--- src/rtl/serial_word_rx.sv ---
// Bit-serial word receiver: framed LSB-first deserializer with parity/stop
// checking and a small valid/ready output FIFO.
module serial_word_rx #(
  parameter int DATA_W     = 8,
  parameter int PARITY_EN  = 1,
  parameter int FIFO_DEPTH = 4
) (
  input  logic              clk,
  input  logic              rst_n,
  input  logic              ser_valid,
  input  logic              ser_data,
  output logic              out_valid,
  input  logic              out_ready,
  output logic [DATA_W-1:0] out_data,
  output logic              parity_err,
  output logic              frame_err,
  output logic              overflow,
  output logic              busy
);

  localparam int CW   = (DATA_W > 1) ? $clog2(DATA_W) : 1;
  localparam int AW   = (FIFO_DEPTH > 1) ? $clog2(FIFO_DEPTH) : 1;
  localparam int CNTW = AW + 1;

  typedef enum logic [1:0] {
    IDLE,
    DATA,
    PARITY,
    STOP
  } state_t;

  state_t            state;
  logic [CW-1:0]     cnt;
  logic [DATA_W-1:0] shreg;
  logic              par;

  logic [DATA_W-1:0] mem [FIFO_DEPTH];
  logic [AW-1:0]     wptr;
  logic [AW-1:0]     rptr;
  logic [CNTW-1:0]   count;

  logic stop_stb;
  logic par_ok;
  logic push;
  logic pop;
  logic full;
  logic accept;

  assign stop_stb  = (state == STOP) && ser_valid;
  assign par_ok    = (PARITY_EN == 0) || !((^shreg) ^ par);
  assign push      = stop_stb && ser_data && par_ok;
  assign pop       = out_valid && out_ready;
  assign full      = (count == CNTW'(FIFO_DEPTH));
  assign accept    = push && (!full || pop);
  assign out_valid = (count != '0);
  assign out_data  = out_valid ? mem[rptr] : '0;
  assign busy      = (state != IDLE);

  always_ff @(posedge clk or negedge rst_n) begin
    if (!rst_n) begin
      state <= IDLE;
      cnt   <= '0;
      shreg <= '0;
      par   <= 1'b0;
    end else if (ser_valid) begin
      unique case (state)
        IDLE: begin
          if (!ser_data) begin
            state <= DATA;
            cnt   <= '0;
            shreg <= '0;
            par   <= 1'b0;
          end
        end
        DATA: begin
          shreg[cnt] <= ser_data;
          cnt        <= cnt + 1'b1;
          if (cnt == CW'(DATA_W - 1))
            state <= (PARITY_EN != 0) ? PARITY : STOP;
        end
        PARITY: begin
          par   <= ser_data;
          state <= STOP;
        end
        STOP: state <= IDLE;
        default: state <= IDLE;
      endcase
    end
  end

  // Stop-bit failure masks the parity check for the same word.
  always_ff @(posedge clk or negedge rst_n) begin
    if (!rst_n) begin
      parity_err <= 1'b0;
      frame_err  <= 1'b0;
      overflow   <= 1'b0;
    end else begin
      frame_err  <= stop_stb && !ser_data;
      parity_err <= stop_stb && ser_data && !par_ok;
      overflow   <= push && !accept;
    end
  end

  always_ff @(posedge clk or negedge rst_n) begin
    if (!rst_n) begin
      wptr  <= '0;
      rptr  <= '0;
      count <= '0;
    end else begin
      if (accept) wptr <= wptr + 1'b1;
      if (pop)    rptr <= rptr + 1'b1;
      unique case ({accept, pop})
        2'b10:   count <= count + 1'b1;
        2'b01:   count <= count - 1'b1;
        default: count <= count;
      endcase
    end
  end

  always_ff @(posedge clk) begin
    if (accept) mem[wptr] <= shreg;
  end

endmodule

--- config.mk ---
export PLATFORM = sky130hd
export DESIGN_NAME = serial_word_rx
export DESIGN_NICKNAME = d
export VERILOG_FILES = /design/src/rtl/serial_word_rx.sv
export SDC_FILE = /design/constraint.sdc
export NUM_CORES = 1
export LEC_CHECK = 0
export BUFFER_PORTS_ARGS = -buffer_cell sky130_fd_sc_hd__buf_2
export CORE_MARGIN = 1.5
export CORE_UTILIZATION = 40
export DETAILED_ROUTE_END_ITERATION = 16
export PLACE_DENSITY = 0.56
export SYNTH_ARGS = -nofsm -noshare
export SYNTH_HDL_FRONTEND = slang
export SYNTH_SLANG_ARGS = --single-unit
export TNS_END_PERCENT = 10
--- constraint.sdc ---
create_clock -name clk -period 4.35 [get_ports clk]
set_input_delay 0.87 -clock clk [delete_from_list [all_inputs] [get_ports clk]]
set_output_delay 0.87 -clock clk [all_outputs]
set_load 0.005 [all_outputs]
==> results of run 1 <==
==> worst min-delay path by stage <==
stage / from / to / slack [ns] / depth (start not counted)
2_1_floorplan: count[2]$_DFFE_PN0P_ / count[2]$_DFFE_PN0P_ / 0.45 / 1
3_3_place_gp: count[2]$_DFFE_PN0P_ / count[2]$_DFFE_PN0P_ / 0.47 / 1
3_5_place_dp: count[2]$_DFFE_PN0P_ / count[2]$_DFFE_PN0P_ / 0.47 / 1
4_1_cts: count[2]$_DFFE_PN0P_ / count[2]$_DFFE_PN0P_ / 0.48 / 1
5_1_grt: count[2]$_DFFE_PN0P_ / count[2]$_DFFE_PN0P_ / 0.50 / 1
6_report: count[2]$_DFFE_PN0P_ / count[2]$_DFFE_PN0P_ / 0.49 / 1
==> placed cells by master (no fill, tap or decap), types with 5 or more instances in the layout <==
cell / count
sky130_fd_sc_hd__clkbuf_8: 5
sky130_fd_sc_hd__mux4_2: 8
sky130_fd_sc_hd__ha_1: 11
sky130_fd_sc_hd__edfxtp_1: 32
sky130_fd_sc_hd__dfrtp_1: 24
sky130_fd_sc_hd__inv_1: 13
sky130_fd_sc_hd__o21ai_0: 19
sky130_fd_sc_hd__nor2_1: 5
sky130_fd_sc_hd__buf_2: 17
sky130_fd_sc_hd__and2_1: 9
sky130_fd_sc_hd__xnor2_1: 6
==> stage by stage <==
step	cells	total power [mW]	cell area (um2)	util (%)	hold slack, ns
after detailed placement	269	1.50	2730	43.4	0.469
final	277	1.77	2820	44.9	0.486
after global routing	277	1.91	2820	44.9	0.502
after floorplan	184	1.32	2580	-	0.447
after CTS	277	1.79	2820	44.9	0.484
after global placement	269	1.47	2730	43.4	0.467
==> routing by layer <==
| metal | vias up | share of wire, % | global-route usage [%] |
|---|---|---|---|
| met2 | 24 | 51 | 22.8 |
| met3 | 8 | 3.1 | 3.08 |
| met1 | 712 | 44 | 17.5 |
| met4 | 0 | 2.1 | 5.30 |
| met5 | - | 0 | 0 |
| li1 | 692 | - | - |
==> sequential cells by signal, indices dropped and copies added, names as in the netlist, 2 cells and up <==
| name | count |
|---|---|
| cnt | 3 |
| count | 3 |
| mem | 32 |
| rptr | 2 |
| shreg | 8 |
| state | 2 |
| wptr | 2 |
==> worst max-delay path: stages <==
cell,delay [ns]
sky130_fd_sc_hd__buf_2,0.11
sky130_fd_sc_hd__nor4b_1,0.55
sky130_fd_sc_hd__nor3_1,0.13
sky130_fd_sc_hd__mux2_4,0.33
sky130_fd_sc_hd__inv_1,0.07
sky130_fd_sc_hd__ha_1,0.17
sky130_fd_sc_hd__inv_1,0.07
sky130_fd_sc_hd__fa_1,0.37
sky130_fd_sc_hd__xor2_1,0.15
sky130_fd_sc_hd__nor2_1,0.12
sky130_fd_sc_hd__xor2_1,0.16
==> power by group through the flow <==
stage / Combinational, mW / Clock (mW) / Sequential, mW
after floorplan: 0.567 / 0 / 0.751
after global placement: 0.629 / 0 / 0.838
after detailed placement: 0.655 / 0 / 0.849
after CTS: 0.658 / 0.293 / 0.838
after global routing: 0.733 / 0.317 / 0.859
final: 0.648 / 0.288 / 0.834
==> final cells by class <==
cell class	instances	area [um2]	share of cell area, %
Timing Repair Buffer	17	85.1	3.02
Multi-Input combinational cell	106	933	33.1
Tap cell	77	96.3	3.42
Sequential cell	56	1560	55.4
Inverter	13	48.8	1.73
Clock inverter	3	22.5	0.800
Clock buffer	5	68.8	2.44
==> kinds of logic (layout without fill, tap and decap cells) <==
family,after synthesis,count (layout),synth area share [%]
flip-flops,56,56,60.6
AND/OR/NAND/NOR,37,37,8.39
AO/OA/AOI/OAI,33,33,7.57
buffers and inverters,22,38,3.25
adder cells (fa/ha/maj),12,12,6.11
XOR/XNOR,12,12,5.14
multiplexers,12,12,8.98
==> results.txt, run 1 <==
----------------------------------------------------
[Floorplanning]
  CORE AREA ... 6280 um2
  Std-Cell Rows ... 29
  Starting Density ... 41.1%
  I/O Pins ... 18
  Full die area ... 6940 um2
  Die extent in y ... 83.3 um
  Die width ... 83.3 um

[Drt]
  First-pass DRT Iterations ... 4
  DRC Markers ... 0
  Total number of vias ... 1436
  Post-detailed-route count of antenna-violating nets ... 0
  Drt initial violations ... 100
  Avg Vias per Cell ... 5.18
  Wire per inst ... 15.4 um
  Final WL ... 4270 um

[Synthesis]
  Main flop type after synthesis ... sky130_fd_sc_hd__edfxtp_1
  Synth top area cells ... sky130_fd_sc_hd__edfxtp_1 (37%), sky130_fd_sc_hd__dfrtp_1 (23%), sky130_fd_sc_hd__mux4_2 (7.0%)
  Leading cell type by number of instances after synthesis ... sky130_fd_sc_hd__edfxtp_1
  Unique masters post-synth ... 34
  Post-synthesis net count ... 201
  Share of synthesized registers carrying an async set or reset ... 42.9%
  Most instantiated cells after synthesis ... sky130_fd_sc_hd__edfxtp_1 (32), sky130_fd_sc_hd__dfrtp_1 (24), sky130_fd_sc_hd__o21ai_0 (19), sky130_fd_sc_hd__inv_1 (13), sky130_fd_sc_hd__ha_1 (11)
  Sequential-to-total area share from yosys stat ... 60.6%
  YS warnings ... 0
  Post-synth EDFFs ... 32
  Yosys top cell by area ... sky130_fd_sc_hd__edfxtp_1
  Register bit total from synthesis ... 56
  Cells after Synth ... 184
  Area fraction of the dominant cell type after synthesis ... 37.3%
  Average size of a mapped cell ... 14.0 um2
  Cell Area, Synth ... 2580 um2

[Layout]
  Fill cell total of the finished layout ... 564
  Layout cell share with drive strength beyond 1 ... 20.0%
  Nets ... 216
  Area added between synthesis and finish ... 9.22%
  Antenna Cells ... 0

[Pwr]
  Cell internal power dissipation ... 1.15 mW
  Switching part of the total power ... 34.8%
  Share of power burned in the clock network ... 16.3%
  Leakage component of the power ... 1.11 nW
  Switching component of the power ... 615 uW
  Part of the total power dissipated in combinational logic ... 36.6%
  Reg power frac ... 47.1%
  Power per unit of standard cell area ... 628 nW/um2
  VDD IR max ... 0.272 mV

[STA]
  Setup WS post-layout ... 1.50 ns
  Transition time of the tightest slew-check pin ... 1.00 ns
  RSZ-0062 raised after global routing ... no
  Worst relative slew slack ... 32.5%
  Final TNS setup ... 0 ns
  Peak clock frequency supported by timing ... 0.351 GHz
  Post-route fraction of the period consumed by the critical path ... 65.5%
  Final count of pins violating max slew ... 0
  Final hold vios ... 0
  Largest clock skew in the final design ... 0.00838 ns
  Minimum period implied by the final worst setup slack ... 2.85 ns
  Count of final setup violators ... 0

[CTS]
  TritonCTS clock tree ... done
  Number of gates given a new drive strength after cts ... 0
  Latest clock arrival within the worst-skew pair ... 0.31 ns
  Buffer cell driving the clock tree root ... sky130_fd_sc_hd__clkbuf_8
  Reg clk slew, reported paths ... 0.10 ns
  Number of levels the H-tree was split into ... 2
  Max Root-Sink Buffers ... 2
  Num CTS Buffers ... 5
  Clock tree sinks ... 56
  Post-CTS setup repair buffer count ... 0
  Post-CTS Hold Buffers ... 0

[Setup path]
  Worst Setup End Kind ... register
  Endpoint of the worst register-to-register path ... count[2]$_DFFE_PN0P_
  Req. time, crit path ... 4.59 ns
  Critical path data arrival time ... 3.09 ns
  Depth of the worst register-to-register path ... 10
  End of the critical path ... count[2]$_DFFE_PN0P_
  Crit path max fanout ... 7
  Critical Path Start Type ... input pin
  Crit Path Category ... in2reg
  Critical path origin ... out_ready
  Worst R2R Setup Slack ... 1.68 ns
  Reg2Reg Launch Point ... count[0]$_DFFE_PN0P_

[Global routing]
  Vias in the first global route ... 1447
  Global router's overall resource usage ... 13.7%
  Number of antenna violations at the first check in global routing ... 0
  Maximum number of pins on one net before global-route repair ... 25
  Global-route wire length before repair ... 7380 um
  Overflow after GRT ... 0

[Placement]
  IO Port Bufs ... 17
  Placer congestion estimate ... 0.747
  Detailed placement HPWL ... 2950 um
  Setup slack after placement ... 1.21 ns

[Flow run]
  Max cap viols ... 0

[Hold path]
  Type of the worst min-delay path ... reg2reg

[Status]
  Status ... finished, final reports clean

----------------------------------------------------
(Power assumes the default switching activity.)
==> inputs of run 2 (changes only) <==
- ABC_AREA: unset -> 1
- PLACE_DENSITY: 0.56 -> 0.58
- clock period: 4.35 -> 2.5 ns (I/O delays scaled with it)
==> results.txt, run 2 <==
----------------------------------------------------
[Layout]
  Post-layout instance count excluding filler cells ... 371
  Leading cell type in the layout, fill and taps excluded ... sky130_fd_sc_hd__nor2_1
  Antenna Cells ... 0
  Registers with the most flip-flops ... mem x32, shreg x8
  Max reg flops ... 32
  Layout cell share with drive strength beyond 1 ... 16.3%
  Nets ... 310
  Most frequent cells in the layout ... sky130_fd_sc_hd__nor2_1 (42), sky130_fd_sc_hd__nand2_1 (40), sky130_fd_sc_hd__o21ai_0 (32), sky130_fd_sc_hd__edfxtp_1 (32), sky130_fd_sc_hd__inv_1 (31)
  Area added between synthesis and finish ... 12.4%
  Register containing the most flip-flops in the final layout ... mem
  Fill cell total of the finished layout ... 605

[Setup path]
  Crit Path Category ... reg2out
  Crit path max fanout ... 9
  Critical path origin ... rptr[1]$_DFFE_PN0P_
  Critical path data arrival time ... 1.86 ns
  Critical Path Start Type ... register
  Req. time, crit path ... 2.00 ns
  Worst Setup End Kind ... output port
  Reg2Reg Launch Point ... shreg[7]$_DFFE_PN0P_

[Synthesis]
  Unique masters post-synth ... 23
  Synth top area cells ... sky130_fd_sc_hd__edfxtp_1 (36%), sky130_fd_sc_hd__dfrtp_1 (23%), sky130_fd_sc_hd__o21ai_0 (6.1%)
  Register bit total from synthesis ... 56
  Share of synthesized registers carrying an async set or reset ... 42.9%
  Main flop type after synthesis ... sky130_fd_sc_hd__edfxtp_1
  Area fraction of the dominant cell type after synthesis ... 36.4%
  Post-synth EDFFs ... 32
  Yosys top cell by area ... sky130_fd_sc_hd__edfxtp_1
  Compound-cell area share of the yosys netlist ... 11.1%
  Combinational family with the most area after synthesis ... simple AND/OR/NAND/NOR gates
  Multiplexer area fraction after synthesis ... 0%
  Adder-Cell Fraction of Synth Area ... 5.98%
  Post-synthesis simple-gate area fraction ... 16.2%
  YS warnings ... 0
  Average size of a mapped cell ... 9.91 um2
  Leading cell type by number of instances after synthesis ... sky130_fd_sc_hd__nor2_1
  Most instantiated cells after synthesis ... sky130_fd_sc_hd__nor2_1 (42), sky130_fd_sc_hd__nand2_1 (40), sky130_fd_sc_hd__edfxtp_1 (32), sky130_fd_sc_hd__o21ai_0 (32), sky130_fd_sc_hd__inv_1 (31)
  Sequential-to-total area share from yosys stat ... 59.2%
  Cells after Synth ... 266
  Post-synthesis net count ... 283
  Post-synthesis share of cell area spent on xor and xnor gates ... 1.66%
  Cell Area, Synth ... 2640 um2

[Pwr]
  Leakage component of the power ... 1.28 nW
  Switching component of the power ... 1.20 mW
  Switching part of the total power ... 39.8%
  Reg power frac ... 44.1%
  Share of power burned in the clock network ... 16.4%
  VDD IR max ... 0.449 mV
  Cell internal power dissipation ... 1.82 mW
  Part of the total power dissipated in combinational logic ... 39.6%
  Power per unit of standard cell area ... 1020 nW/um2

[Placement]
  Placer congestion estimate ... 0.811
  IO Port Bufs ... 17
  Post-Place Cells ... 359
  Detailed placement HPWL ... 3320 um

[STA]
  Largest clock skew in the final design ... 0.00678 ns
  RSZ-0062 raised after global routing ... no
  Count of final setup violators ... 0
  Final count of pins violating max slew ... 0
  Minimum period implied by the final worst setup slack ... 2.36 ns
  Post-route fraction of the period consumed by the critical path ... 94.3%
  Transition time of the tightest slew-check pin ... 0.568 ns
  Final hold vios ... 0
  Worst relative slew slack ... 62.1%
  Final TNS setup ... 0 ns
  Peak clock frequency supported by timing ... 0.424 GHz

[Floorplanning]
  Die extent in y ... 84.2 um
  Starting Density ... 41.5%
  I/O Pins ... 18
  Die width ... 84.2 um
  Full die area ... 7090 um2
  CORE AREA ... 6350 um2
  Std-Cell Rows ... 29

[Global routing]
  Maximum number of pins on one net before global-route repair ... 25
  Vias in the first global route ... 1719
  Global router's overall resource usage ... 15.0%
  Overflow after GRT ... 0
  Global-route wire length before repair ... 8270 um
  Number of antenna violations at the first check in global routing ... 0

[CTS]
  Num CTS Buffers ... 5
  Number of levels the H-tree was split into ... 2
  TritonCTS clock tree ... done
  Reg clk slew, reported paths ... 0.10 ns
  Latest clock arrival within the worst-skew pair ... 0.31 ns
  Buffer cell driving the clock tree root ... sky130_fd_sc_hd__clkbuf_8
  Max Root-Sink Buffers ... 2
  Post-CTS Hold Buffers ... 0
  Clock tree sinks ... 56

[Drt]
  Post-detailed-route count of antenna-violating nets ... 0
  Final WL ... 4840 um
  Avg Vias per Cell ... 4.88
  Total number of vias ... 1811
  Wire per inst ... 13.1 um
  First-pass DRT Iterations ... 4
  Drt initial violations ... 52
  DRC Markers ... 0

[Hold path]
  Type of the worst min-delay path ... in2async

[Flow run]
  Max cap viols ... 0

[Status]
  Status ... finished, final reports clean

----------------------------------------------------
run 2: changes by cell type after synthesis, moves of 6 or more:
cell,change
sky130_fd_sc_hd__a21oi_1,+9
sky130_fd_sc_hd__and2_1,-9
sky130_fd_sc_hd__clkbuf_1,-6
sky130_fd_sc_hd__inv_1,+18
sky130_fd_sc_hd__mux4_2,-8
sky130_fd_sc_hd__nand2_1,+36
sky130_fd_sc_hd__nand3_1,+6
sky130_fd_sc_hd__nor2_1,+37
sky130_fd_sc_hd__o21ai_0,+13
run 2: timing repair:
item | 4_1_cts | 5_1_grt
gates resized for setup | 0 | 8
endpoints found under the setup margin | 0 | 4
setup buffers | 0 | 4
run 2: worst paths after layout:
check,slack [ns],depth (start not counted),end
max in group asynchronous,1.92,1,shreg[3]$_DFFE_PN0P_
max,0.14,5,out_data[3]
min,0.17,1,state[0]$_DFFE_PN0P_
min in group clk,0.42,3,frame_err$_DFF_PN0_
max reg2reg,0.25,13,count[2]$_DFFE_PN0P_
min reg2reg,0.52,1,count[0]$_DFFE_PN0P_
run 2: per-stage QoR:
stage          power (mW)  util, %  cell area [um2]  setup slack, ns  hold slack (ns)
2_1_floorplan        2.15        -             2640            0.427            0.204
3_3_place_gp         2.50     44.5             2830            0.224            0.492
3_5_place_dp         2.53     44.5             2830            0.178            0.510
4_1_cts              3.03     46.0             2920           0.0873            0.181
5_1_grt              3.33     46.7             2960          0.00158            0.213
6_report             3.02     46.7             2960            0.144            0.170
run 2: cell families after synthesis:
family / count (synthesis)
DFF: 56
adders and majority gates: 12
buffers and inverters: 40
xor gates and xnor gates: 5
and+or+nand+nor: 102
AOI/OAI and AO/OA: 51
run 2: final cells by class:
| class | count | area [um2] | share of cell area, % |
|---|---|---|---|
| sequential | 56 | 1570 | 53.0 |
| timing repair buffer | 26 | 153 | 5.15 |
| clock buffer | 5 | 68.8 | 2.32 |
| tap | 77 | 96.3 | 3.25 |
| clock inverter | 3 | 22.5 | 0.760 |
| inverter | 34 | 131 | 4.43 |
| multi-input combinational | 170 | 922 | 31.1 |
run 2: power by group through the flow:
stage               Combinational (mW)  Sequential, mW  Clock (mW)
floorplan                        0.880            1.27           0
global placement                  1.16            1.34           0
detailed placement                1.18            1.35           0
CTS                               1.19            1.33       0.516
global route                      1.42            1.36       0.545
finish                            1.20            1.33       0.495
run 2: worst max-delay path, stage by stage (launching register included):
cell,delay [ns]
sky130_fd_sc_hd__dfrtp_1,0.62
sky130_fd_sc_hd__clkinvlp_4,0.35
sky130_fd_sc_hd__nor2_1,0.14
sky130_fd_sc_hd__o21ai_0,0.10
sky130_fd_sc_hd__a21oi_1,0.20
sky130_fd_sc_hd__buf_2,0.15
run 2: per-layer routing:
layer / wire, um / track usage, % / vias up
met5: 0 / 0 / -
met4: 97 / 5.66 / 0
met3: 169 / 3.34 / 8
met2: 2280 / 23.9 / 29
met1: 2300 / 20.1 / 829
li1: - / - / 945
==> inputs of run 3 (changes only) <==
- ABC_AREA: 1 -> unset
==> results.txt, run 3 (synthesis results as in run 1) <==
----------------------------------------------------
[Setup path]
  Req. time, crit path ... 2.73 ns
  Crit Path Category ... reg2reg
  Crit path max fanout ... 2
  Critical path data arrival time ... 2.67 ns
  Critical Path Start Type ... register
  Worst Setup End Kind ... register

[Floorplanning]
  I/O Pins ... 18
  CORE AREA ... 6280 um2
  Die extent in y ... 83.3 um
  Starting Density ... 41.1%
  Die width ... 83.3 um
  Full die area ... 6940 um2
  Std-Cell Rows ... 29

[Drt]
  Total number of vias ... 1525
  Avg Vias per Cell ... 5.17
  Post-detailed-route count of antenna-violating nets ... 0
  Final WL ... 4770 um
  Wire per inst ... 16.2 um
  First-pass DRT Iterations ... 4
  Drt initial violations ... 45
  DRC Markers ... 0

[STA]
  Transition time of the tightest slew-check pin ... 1.01 ns
  Minimum period implied by the final worst setup slack ... 2.44 ns
  Peak clock frequency supported by timing ... 0.410 GHz
  Largest clock skew in the final design ... 0.00940 ns
  Final TNS setup ... 0 ns
  Final hold vios ... 0
  RSZ-0062 raised after global routing ... yes
  Worst relative slew slack ... 32.1%
  Post-route fraction of the period consumed by the critical path ... 97.6%
  Final count of pins violating max slew ... 0
  Count of final setup violators ... 0

[Global routing]
  Number of antenna violations at the first check in global routing ... 0
  Overflow after GRT ... 0
  Global-route wire length before repair ... 7940 um
  Global router's overall resource usage ... 14.9%
  Vias in the first global route ... 1614
  Maximum number of pins on one net before global-route repair ... 25

[Layout]
  Post-route standard cell area excluding fillers ... 2980 um2
  Area added between synthesis and finish ... 15.7%
  Register containing the most flip-flops in the final layout ... mem
  Nets ... 234
  Antenna Cells ... 0
  Max reg flops ... 32
  Post-layout instance count excluding filler cells ... 295
  Registers with the most flip-flops ... mem x32, shreg x8
  Layout cell share with drive strength beyond 1 ... 29.8%
  Most frequent cells in the layout ... sky130_fd_sc_hd__edfxtp_1 (32), sky130_fd_sc_hd__dfrtp_1 (23), sky130_fd_sc_hd__o21ai_0 (19)
  Leading cell type in the layout, fill and taps excluded ... sky130_fd_sc_hd__edfxtp_1

[CTS]
  Post-CTS Hold Buffers ... 0
  Reg clk slew, reported paths ... 0.10 ns
  Number of levels the H-tree was split into ... 2
  Buffer cell driving the clock tree root ... sky130_fd_sc_hd__clkbuf_8
  Num CTS Buffers ... 5
  Clock tree sinks ... 56
  Latest clock arrival within the worst-skew pair ... 0.31 ns
  Max Root-Sink Buffers ... 2
  TritonCTS clock tree ... done

[Hold path]
  Type of the worst min-delay path ... in2async

[Flow run]
  Max cap viols ... 0

[Pwr]
  Share of power burned in the clock network ... 15.5%
  Part of the total power dissipated in combinational logic ... 42.3%
  Switching component of the power ... 1.14 mW
  Power per unit of standard cell area ... 1100 nW/um2
  VDD IR max ... 0.462 mV
  Leakage component of the power ... 1.21 nW
  Reg power frac ... 42.2%
  Cell internal power dissipation ... 2.14 mW
  Switching part of the total power ... 34.8%

[Placement]
  Post-Place Cells ... 281
  Cell Area, Placed ... 2820 um2
  Detailed placement HPWL ... 3340 um
  Placer congestion estimate ... 0.838
  IO Port Bufs ... 17

[Status]
  Status ... finished, final reports clean

----------------------------------------------------
[run 3: final timing paths]
kind                                           start                   end  slack [ns]  depth (start not counted)
worst min-delay path                           rst_n   frame_err$_DFF_PN0_        0.16                          1
worst max register to register       par$_DFFE_PN0P_  count[2]$_DFFE_PN0P_        0.06                         10
max in group asynchronous                      rst_n  shreg[7]$_DFFE_PN0P_        1.95                          1
worst max-delay path                 par$_DFFE_PN0P_  count[2]$_DFFE_PN0P_        0.06                         10
min in group clk                            ser_data   frame_err$_DFF_PN0_        0.46                          2
worst min register to register  count[2]$_DFFE_PN0P_  count[2]$_DFFE_PN0P_        0.52                          1
[run 3: repair_timing]
item	4_1_cts	5_1_grt
gates resized for setup	5	3
setup buffers	3	3
pin swaps	4	3
setup endpoints to repair	1	1
[run 3: area by class of cell]
type	count	area (um2)
clock buffer	5	68.8
sequential	56	1560
timing repair buffer	35	220
tap	77	96.3
clock inverter	3	25.0
inverter	13	48.8
multi-input combinational	106	962
fill	576	3290
[run 3: critical path, stage by stage, from the launching register on]
cell and delay [ns]:
sky130_fd_sc_hd__dfrtp_1 0.40, sky130_fd_sc_hd__xnor2_1 0.17, sky130_fd_sc_hd__xnor3_1 0.46, sky130_fd_sc_hd__mux2_4 0.33
sky130_fd_sc_hd__inv_2 0.07, sky130_fd_sc_hd__ha_4 0.13, sky130_fd_sc_hd__inv_2 0.03, sky130_fd_sc_hd__fa_2 0.32
sky130_fd_sc_hd__xor2_1 0.14, sky130_fd_sc_hd__nor2_1 0.11, sky130_fd_sc_hd__xor2_1 0.18
[run 3: per-layer routing]
layer / vias up / global-route usage (%) / part of all wire [%]
met5: - / 0 / 0
met4: 0 / 5.30 / 1.6
met3: 9 / 3.48 / 3.4
met2: 34 / 27.1 / 54
met1: 761 / 17.2 / 41
li1: 721 / - / -
[run 3: power groups by stage]
stage / combinational, mW / sequential (mW) / clock [mW]
floorplan: 0.986 / 1.31 / 0
global placement: 1.24 / 1.38 / 0
detailed placement: 1.31 / 1.41 / 0
CTS: 1.36 / 1.39 / 0.522
global route: 1.55 / 1.42 / 0.559
finish: 1.39 / 1.39 / 0.509
[run 3: per-stage QoR]
step	utilization [%]	power, mW	setup WS [ns]	hold WS, ns
detailed placement	44.8	2.72	-0.144	0.495
global placement	44.8	2.62	0.0666	0.465
CTS	47.0	3.27	0.0116	0.180
global route	47.5	3.53	-0.0320	0.194
floorplan	-	2.29	0.0703	0.204
finish	47.5	3.29	0.0610	0.164
